File: src/rtl/if_pkg.sv
// -----------------------------------------------------------------------------
// if_pkg
// Types and constants shared by the instruction fetch front end.
//   NOP_INSTR      : instruction presented when no fetched entry is available
//   fetch_state_t  : request FSM states (IDLE, WAIT, DISCARD)
//   fetch_entry_t  : one prefetch FIFO entry {pc_plus4, instr}
// -----------------------------------------------------------------------------
package if_pkg;

   localparam logic [31:0] NOP_INSTR = 32'hE000_0000;

   typedef enum logic [1:0] {
      IDLE    = 2'd0,
      WAIT    = 2'd1,
      DISCARD = 2'd2
   } fetch_state_t;

   typedef struct packed {
      logic [31:0] pc_plus4;
      logic [31:0] instr;
   } fetch_entry_t;

endpackage

File: src/rtl/instr_prefetch_fifo.sv
// -----------------------------------------------------------------------------
// instr_prefetch_fifo
// DEPTH-entry synchronous FIFO of fetched instructions. Flush wins over push
// and pop; a pop on an empty FIFO or a push on a full one (without a pop in
// the same cycle) is ignored.
// Ports:
//   clk, rst    : clock, asynchronous active-high reset
//   flush       : drop all entries (count -> 0)
//   push        : write push_data at the tail
//   push_data   : entry to write
//   pop         : retire the head entry
//   count       : number of valid entries (0..DEPTH)
//   head        : entry at the head (undefined contents when count == 0)
// -----------------------------------------------------------------------------
module instr_prefetch_fifo
   import if_pkg::*;
#(
   parameter int DEPTH = 2
) (
   input  logic                   clk,
   input  logic                   rst,
   input  logic                   flush,
   input  logic                   push,
   input  fetch_entry_t           push_data,
   input  logic                   pop,
   output logic [$clog2(DEPTH):0] count,
   output fetch_entry_t           head
);

   localparam int AW = $clog2(DEPTH);
   localparam int CW = AW + 1;

   fetch_entry_t  mem [DEPTH];
   logic [AW-1:0] wr_ptr;
   logic [AW-1:0] rd_ptr;
   logic          do_push;
   logic          do_pop;

   assign do_pop  = pop && (count != '0);
   assign do_push = push && ((count != CW'(DEPTH)) || do_pop);

   always_ff @(posedge clk or posedge rst) begin
      if (rst) begin
         wr_ptr <= '0;
         rd_ptr <= '0;
         count  <= '0;
      end else if (flush) begin
         wr_ptr <= '0;
         rd_ptr <= '0;
         count  <= '0;
      end else begin
         if (do_push) wr_ptr <= wr_ptr + AW'(1);
         if (do_pop)  rd_ptr <= rd_ptr + AW'(1);
         count <= count + CW'(do_push) - CW'(do_pop);
      end
   end

   // NOTE: the storage array has no reset; count alone says which entries are
   // meaningful, so clearing the data would only cost reset fan-out.
   always_ff @(posedge clk) begin
      if (do_push && !flush) mem[wr_ptr] <= push_data;
   end

   assign head = mem[rd_ptr];

endmodule

File: src/rtl/instr_fetch_unit.sv
// -----------------------------------------------------------------------------
// instr_fetch_unit
// Pipeline front end: owns the fetch PC, fetches over a single-outstanding
// req/ack memory handshake, buffers instructions in instr_prefetch_fifo and
// presents the head entry to the IF/ID register.
// Ports:
//   clk, rst         : clock, asynchronous active-high reset
//   freeze           : IF/ID stall, head entry is held
//   branch_taken     : redirect pulse from EXE, flushes the FIFO
//   branch_addr      : redirect target (word aligned)
//   mem_req/mem_addr : fetch request and address (stable while mem_req=1)
//   mem_ack/mem_rdata: one-cycle ack with the fetched instruction
//   pc_out           : head entry address + 4 (0 when empty)
//   instr_out        : head entry instruction (NOP_INSTR when empty)
//   instr_valid      : FIFO non-empty
// Optional feature (macro IF_FETCH_PERF_EN): adds saturating counters
//   perf_fetch_cnt (accepted acks) and perf_discard_cnt (dropped acks).
// -----------------------------------------------------------------------------
module instr_fetch_unit
   import if_pkg::*;
#(
   parameter int          DEPTH     = 2,
   parameter logic [31:0] RESET_PC  = 32'h0000_0000,
   parameter logic [31:0] NOP_INSTR = if_pkg::NOP_INSTR
) (
   input  logic        clk,
   input  logic        rst,
   input  logic        freeze,
   input  logic        branch_taken,
   input  logic [31:0] branch_addr,
   output logic        mem_req,
   output logic [31:0] mem_addr,
   input  logic        mem_ack,
   input  logic [31:0] mem_rdata,
   output logic [31:0] pc_out,
   output logic [31:0] instr_out,
   output logic        instr_valid
`ifdef IF_FETCH_PERF_EN
   ,
   output logic [31:0] perf_fetch_cnt,
   output logic [15:0] perf_discard_cnt
`endif
);

   localparam int CW = $clog2(DEPTH) + 1;

   fetch_state_t  state;
   fetch_state_t  state_next;
   logic [31:0]   fetch_pc;
   logic [CW-1:0] count;
   logic [CW-1:0] count_after;
   fetch_entry_t  head;
   fetch_entry_t  push_entry;
   logic          fifo_push;
   logic          fifo_pop;
   logic          fifo_flush;
   logic          ack_drop;
   logic          has_space;
   logic          space_after;

   instr_prefetch_fifo #(.DEPTH(DEPTH)) u_fifo (
      .clk       (clk),
      .rst       (rst),
      .flush     (fifo_flush),
      .push      (fifo_push),
      .push_data (push_entry),
      .pop       (fifo_pop),
      .count     (count),
      .head      (head)
   );

   assign instr_valid = (count != '0);
   assign push_entry  = '{pc_plus4: fetch_pc + 32'd4, instr: mem_rdata};
   assign has_space   = (count < CW'(DEPTH));
   // Occupancy after this edge; counting the pop lets a 1-cycle memory keep
   // one request in flight every cycle even with DEPTH = 2.
   assign count_after = count + CW'(fifo_push) - CW'(fifo_pop);
   assign space_after = (count_after < CW'(DEPTH));

   // NOTE: sequential state uses non-blocking assignments so every register
   // samples the pre-edge values, independent of process evaluation order.
   always_ff @(posedge clk or posedge rst) begin
      if (rst) state <= IDLE;
      else     state <= state_next;
   end

   // NOTE: state_next is given its default before the case so every path
   // assigns it and no latch is inferred.
   always_comb begin
      state_next = state;
      unique case (state)
         IDLE: begin
            // A branch here retargets fetch_pc first; the request goes out next cycle.
            if (!branch_taken && has_space) state_next = WAIT;
         end
         WAIT: begin
            if (branch_taken)  state_next = mem_ack ? IDLE : DISCARD;
            else if (mem_ack)  state_next = space_after ? WAIT : IDLE;
         end
         DISCARD: begin
            // A branch only retargets fetch_pc; the stale ack still ends DISCARD.
            if (mem_ack) state_next = IDLE;
         end
         default: state_next = IDLE;
      endcase
   end

   always_comb begin
      mem_req    = (state != IDLE);
      fifo_flush = branch_taken;
      fifo_push  = (state == WAIT) && mem_ack && !branch_taken;
      fifo_pop   = instr_valid && !freeze && !branch_taken;
      ack_drop   = mem_ack && ((state == DISCARD) || ((state == WAIT) && branch_taken));
      instr_out  = instr_valid ? head.instr    : NOP_INSTR;
      pc_out     = instr_valid ? head.pc_plus4 : 32'h0;
   end

   // fetch_pc always holds the address of the next (or in-flight) fetch.
   always_ff @(posedge clk or posedge rst) begin
      if (rst) begin
         fetch_pc <= RESET_PC;
         mem_addr <= RESET_PC;
      end else begin
         if (branch_taken)   fetch_pc <= branch_addr;
         else if (fifo_push) fetch_pc <= fetch_pc + 32'd4;

         if ((state == IDLE) && (state_next == WAIT))   mem_addr <= fetch_pc;
         else if (fifo_push && (state_next == WAIT))    mem_addr <= fetch_pc + 32'd4;
      end
   end

`ifdef IF_FETCH_PERF_EN
   always_ff @(posedge clk or posedge rst) begin
      if (rst) begin
         perf_fetch_cnt   <= '0;
         perf_discard_cnt <= '0;
      end else begin
         if (fifo_push && (perf_fetch_cnt != '1))  perf_fetch_cnt   <= perf_fetch_cnt + 32'd1;
         if (ack_drop && (perf_discard_cnt != '1)) perf_discard_cnt <= perf_discard_cnt + 16'd1;
      end
   end
`else
   logic unused_ack_drop;
   assign unused_ack_drop = ack_drop;
`endif

endmodule

File: config.mk
export PLATFORM = sky130hd
export DESIGN_NAME = instr_fetch_unit
export DESIGN_NICKNAME = d
export VERILOG_FILES = /design/src/rtl/if_pkg.sv /design/src/rtl/instr_prefetch_fifo.sv /design/src/rtl/instr_fetch_unit.sv
export SDC_FILE = /design/constraint.sdc
export NUM_CORES = 1
export LEC_CHECK = 0
export ABC_AREA = 1
export CORE_UTILIZATION = 28
export CTS_BUF_LIST = sky130_fd_sc_hd__clkbuf_4 sky130_fd_sc_hd__clkbuf_8 sky130_fd_sc_hd__clkbuf_16
export DETAILED_ROUTE_END_ITERATION = 8
export PLACE_DENSITY_LB_ADDON = 0.2
export SYNTH_ARGS = -nofsm -noshare
export SYNTH_HDL_FRONTEND = slang
export SYNTH_SLANG_ARGS = --single-unit
File: constraint.sdc
create_clock -name clk -period 5.2 [get_ports clk]
set_clock_uncertainty 0.15 [all_clocks]
set_input_delay 1.04 -clock clk [delete_from_list [all_inputs] [get_ports clk]]
set_output_delay 1.04 -clock clk [all_outputs]
set_load 0.01 [all_outputs]
======== After elaboration in Yosys (flattened, before gate mapping) ========
Memories as Yosys holds them, arrays and structs flattened.
Cells that the tools add are included.
storage, ports and cells
  memories kept ........................... 1
  register bits after elaboration ......... 70
  bits in latches ......................... 0
  bits in read-only memories .............. 0
  memory bits (writable) .................. 128
  output and inout port bits .............. 98
  logic and storage cells ................. 60
  bits of input ports ..................... 69
operators by class
  add/subtract/negate cells ............... 7
  order comparisons ....................... 2
  multiply operators ...................... 0
  mux-type cells .......................... 20
  divide/modulo/power cells ............... 0
  shift operators ......................... 0
  bitwise operators ....................... 0
  reductions and logical operators ........ 20
  equal/unequal tests ..................... 4
memory list
  name        depth  bits a word  rd ports  clocked after Yosys merged registers in  wr ports  RTL line                   source
  u_fifo.mem  2      64           1         0                                        1         instr_prefetch_fifo.sv:33  fetch_entry_t mem [DEPTH];
operator list
  operator                 number
  $mux W32                 6
  $add A32 B3 Y32 const B  1
  $mux W2                  6
  $reduce_bool A2 Y1       6
  $logic_and A1 B1 Y1      10
  $mux W1                  7
  $pmux W2 S3              1
  $add A2 B1 Y2            2
  $eq A2 B1 Y1 const B     2
  $lt A2 B2 Y1 const B     2
  $sub A2 B1 Y2            2
  $add A1 B1 Y1 const B    2
  $eq A2 B2 Y1 const B     1
  $logic_not A1 Y1         2
  $logic_not A2 Y1         1
  $ne A2 B2 Y1 const B     1
  $logic_or A1 B1 Y1       1

======== Longest topological paths before layout ========
  depth after elaboration ................. 14
  mapped depth ............................ 16
  mapped depth without buffers ............ 14

======== Cells and area by module ========
From an unflattened synthesis, not the netlist that was laid out.
unflattened totals
  cells, all modules ...................... 1065
  area, all modules ....................... 9456.6 µm²
modules (own cells, without submodules)
  module               instances  cells an instance  sequential area each (µm²)  area each (µm²)
  instr_prefetch_fifo  1          371                3943.8                      4907.2
  instr_fetch_unit     1          694                1651.6                      4549.4

======== Least setup slack after synthesis ========
Ideal clock, no wire load.
  path kind ............................... input-to-reg
  start ................................... input branch_taken
  end ..................................... memory u_fifo.mem[0][0] (netlist bit), enable pin
  buffers on the path ..................... 1
  cell stages on the path ................. 4
  data required time ...................... 4.563 ns
  path slack .............................. 0.165 ns
  library setup time ...................... 0.487 ns
  arrival ................................. 4.398 ns
  cell sequence ........................... buf_2 > nor3_1 > o21ai_1 > nor2_1
on the way
  word-level cells in the longest chain between the ends .. 8
  elaborated cells between the ends (all ways) .. 9
  classes of those cells .................. 2 x mux; 7 x reduce/logical
ends and longest elaborated chain
  element                            RTL line                                                                     source
  start, declared                    instr_fetch_unit.sv:29                                                       input logic branch_taken,
  $logic_not A1 Y1 (*)               instr_prefetch_fifo.sv:61, instr_fetch_unit.sv:111, instr_fetch_unit.sv:112
  $logic_and A1 B1 Y1                instr_fetch_unit.sv:112                                                      fifo_pop = instr_valid && !freeze && !branch_taken;
  $logic_and A1 B1 Y1                instr_prefetch_fifo.sv:39                                                    assign do_pop = pop && (count != '0);
  $logic_or A1 B1 Y1                 instr_prefetch_fifo.sv:40                                                    assign do_push = push && ((count != CW'(DEPTH)) || do_pop);
  $logic_and A1 B1 Y1                instr_prefetch_fifo.sv:40
  $logic_and A1 B1 Y1 (*)            instr_prefetch_fifo.sv:61                                                    if (do_push && !flush) mem[wr_ptr] <= push_data;
  $mux W1 (*)                        instr_prefetch_fifo.sv:61
  $mux W1 (not written as such) (*)  instr_prefetch_fifo.sv:61
  end, declared                      instr_prefetch_fifo.sv:33
Mark *: on every way between the ends. The rest lies on a longest branch, timed or not.

======== Worst setup path in the final report ========
  start ................................... register u_fifo.rd_ptr
  end ..................................... output pc_out[12]
on the way
  word-level cells in the longest chain between the ends .. 2
ends and longest elaborated chain
  element                 RTL line                   source
  start, declared         instr_prefetch_fifo.sv:35  logic [AW-1:0] rd_ptr;
  start signal, assigned  instr_prefetch_fifo.sv:53  if (do_pop) rd_ptr <= rd_ptr + AW'(1);
  $mem_v2 Z2 W64          -
  $mux W32                instr_fetch_unit.sv:115    pc_out = instr_valid ? head.pc_plus4 : 32'h0;
  end, declared           instr_fetch_unit.sv:35     output logic [31:0] pc_out,
Every way passes these cells.

==> summary.md <==
| Metric | Value |
|---|---|
| Overall die width | about 180 um |
| Failing checks | DRC |
| Data arrival at the endpoint of the critical path | between 2 and 3 ns |
| Transition time at the pin with the least slew margin | between 0.8 and 0.9 ns |
| Count of distinct cell types in the synthesized netlist | 28 |
| Routed Wire Length | 25.0 mm |
| Worst slew margin relative to its limit | 42.5% |
| Critical path required time | about 4 ns |
| Number of gates resized after CTS | 0 |
| Antenna violations before repair | 0 |
| Power density relative to cell area | approximately 440 mW/mm2 |
| Standard cell core area | a little over 0.03 mm2 |
| Clock buffer depth | 2 |
| Category of the critical setup timing path | reg -> out |
| Antenna-violating nets left | 0 |
| Area of the die | approximately 0.032 mm2 |
| Synth-to-layout area growth | 30.1% |
| Number of failing setup endpoints in the final timing report | 0 |
| Buffers inserted during post-CTS setup optimization | 0 |
| Adder-Cell Fraction of Synth Area | less than 1% |
| Number of buffers inserted for hold repair after clock tree synthesis | 0 |
| Mapped Area | about 0.009 mm2 |
| Synth Area in Compound Gates | under 10% |
| DRC violations left | 18 |
| Total Neg Setup Slack | 0 ns |
| Overflow after GRT | 0 |
| Run status | finished with violations |
| Gr usage total | ~16% |
| Clock tree from TritonCTS | done |
| Leading cell type in the layout, fill and taps excluded | nand2_1 |
| DRC marker count from the first detailed-route iteration | roughly 470 |
| Dominant cell type by area after synthesis | edfxtp_1 |
| Proportion of synthesized chip area in sequential cells | around 63% |
| Final worst path period need | between 3 and 4 ns |
| Leak Pwr | roughly 4.5 nW |
| Number of placed I/O pins | 167 |
| Post-Synth Simple-Gate Area | ~25% |
| Most used cells in the layout excluding fill and tap cells | nand2_1, clkdlybuf4s50_1, edfxtp_1 |
| Fraction of the cycle the final worst path needs | between 70 and 80% |
| Layout filler cell count | 3085 |
| RePlAce Congestion | approximately 0.83 |
| Post-Synthesis Cells | roughly 950 |
| Detail-routed via count per cell | between 4 and 5 |
| Share of synthesized area spent on multiplexers | 0% |
| Number of hold violations in the final report | 0 |
| Largest net degree at the start of global routing | between 60 and 70 |
| Largest family of logic cells by synthesized area | simple AND/OR/NAND/NOR gates |
| Via count of the first global-routing pass | approximately 6600 |
| Max-slew violation total from the final report | 0 |
| Cell types occupying the most area after synthesis | edfxtp_1, dfrtp_1, nand2_1 |
| Worst hold path class | reg -> reg |
| Global-route wire length before repair | between 30 and 40 mm |
| Nets | about 1200 |
| Maximum resistive drop on vdd | 233 uV |
| Number of antenna cells inserted | 0 |
| Root cell of the clock tree | clkbuf_16 |
| HPWL after detailed placement | roughly 17 mm |
| CTS clk-pin slew, worst paths | 0.07 ns |
| Count of clock tree sinks | around 200 |
| Effective utilization at floorplan | between 20% and 30% |
| Warnings from Yosys | 0 |
| Row cnt | between 60 and 70 |
| Syn_nets | a little over 1000 |
| Ratio of cells with drive above 1 in the final layout | 5.83% |
| Routed WL per cell | 16.5 um |
| Port Buffer Count | roughly 170 |
| Total CTS buffers | 17 |
| Clock insertion delay at the later pin of the skew report | roughly 0.43 ns |
| Unrepaired setup endpoints after global routing | false |
| Synth Area per Inst | 9.36 um2 |
| Via count | about 7000 |
| Clock H-tree levels | 4 |
| Type of element capturing the critical path | primary output |
| Register bit count reported by yosys | between 150 and 200 |
| XOR/XNOR share of the synthesized area | ~1.3% |
| Pre-antenna DRT Iters | 8 |
| Startpoint class of the critical path | flop |
| Total of max-cap violations | 0 |
| Height of the die | roughly 180 um |
| Area share of the largest cell type after synthesis | ~43% |
| Largest fanout on the critical path | 45 |
| Final core utilization | 37.4% |
| Upper clock frequency limit | about 260 MHz |
## where the power goes
part	switching (mW)	internal, mW	total, mW
Clock	0.603	0.653	1.26
Combinational	0.957	0.692	1.65
Sequential	0.199	1.96	2.16
Total	1.76	3.31	5.07
## worst max-delay path: stages (launching register included)
cell,delay [ns]
dfrtp_2,0.41
inv_2,0.63
buf_4,0.40
nand2_1,0.09
a21oi_1,0.16
clkdlybuf4s50_1,0.60
## registers in the layout (all words and copies together), names as in the netlist
signal         count
fetch_pc          32
mem_addr          32
state              2
u_fifo.count       2
u_fifo.mem       128
u_fifo.rd_ptr      1
u_fifo.wr_ptr      1
## synth_stat cells (all sizes together)
library cell and n:
a21oi 64, and2 1, buf 13, clkbuf 28, clkinv 1, dfrtp 70, edfxtp 128, ha 4
inv 52, nand2 397, nand3 90, nand4 1, nor2 54, nor3 5, o211ai 12, o21ai 15
xnor2 2, xor2 9
## per-layer routing
metal  global-route usage, %  vias to the layer above  routed length, um
met5                       0                        -                  0
met4                    3.52                        0                155
met3                    2.59                       11               1200
met2                    25.4                      181              11700
met1                    22.3                     3176              12000
li1                        -                     3433                  -
## final timing paths
path	from	end	slack [ns]	cells past startpoint
worst min register to register	fetch_pc[0]$_DFFE_PP0P_	u_fifo.mem[0][32]$_DFFE_PP_	0.34	0
worst min-delay path	fetch_pc[0]$_DFFE_PP0P_	u_fifo.mem[0][32]$_DFFE_PP_	0.34	0
worst max register to register	u_fifo.count[1]$_DFF_PP0_	u_fifo.mem[1][30]$_DFFE_PP_	2.03	6
min in group asynchronous	rst	mem_addr[8]$_DFFE_PP0P_	0.88	2
max in group asynchronous	rst	fetch_pc[20]$_DFFE_PP0N_	3.00	3
worst max-delay path	u_fifo.rd_ptr$_DFFE_PP0P_	pc_out[12]	1.28	5
## metrics by stage
| step | cell area (um2) | hold WS [ns] | total power [mW] | setup slack (ns) | std cells |
|---|---|---|---|---|---|
| after floorplan | 8860 | 0.292 | 3.00 | 0.165 | 946 |
| final | 11500 | 0.337 | 5.07 | 1.28 | 1511 |
| after global routing | 11500 | 0.349 | 5.38 | 1.06 | 1511 |
| after global placement | 11000 | 0.311 | 3.85 | 1.24 | 1479 |
| after CTS | 11500 | 0.336 | 5.14 | 1.19 | 1511 |
| after detailed placement | 11000 | 0.314 | 3.87 | 1.18 | 1479 |
## area by class of cell
class	count	area (um2)	share of cell area (%)
Clock inverter	11	95.1	0.825
Timing Repair Buffer	178	1760	15.3
Sequential cell	198	5600	48.6
Inverter	53	199	1.73
Multi-Input combinational cell	654	2910	25.2
Clock buffer	21	462	4.01
Tap cell	396	495	4.30
## cell families after synthesis
logic type	after synthesis
simple gates	548
flops	198
buf+inv	94
fa+ha+maj	4
compound gates	91
xor+xnor	11
Power figures use the tool's default switching activity.
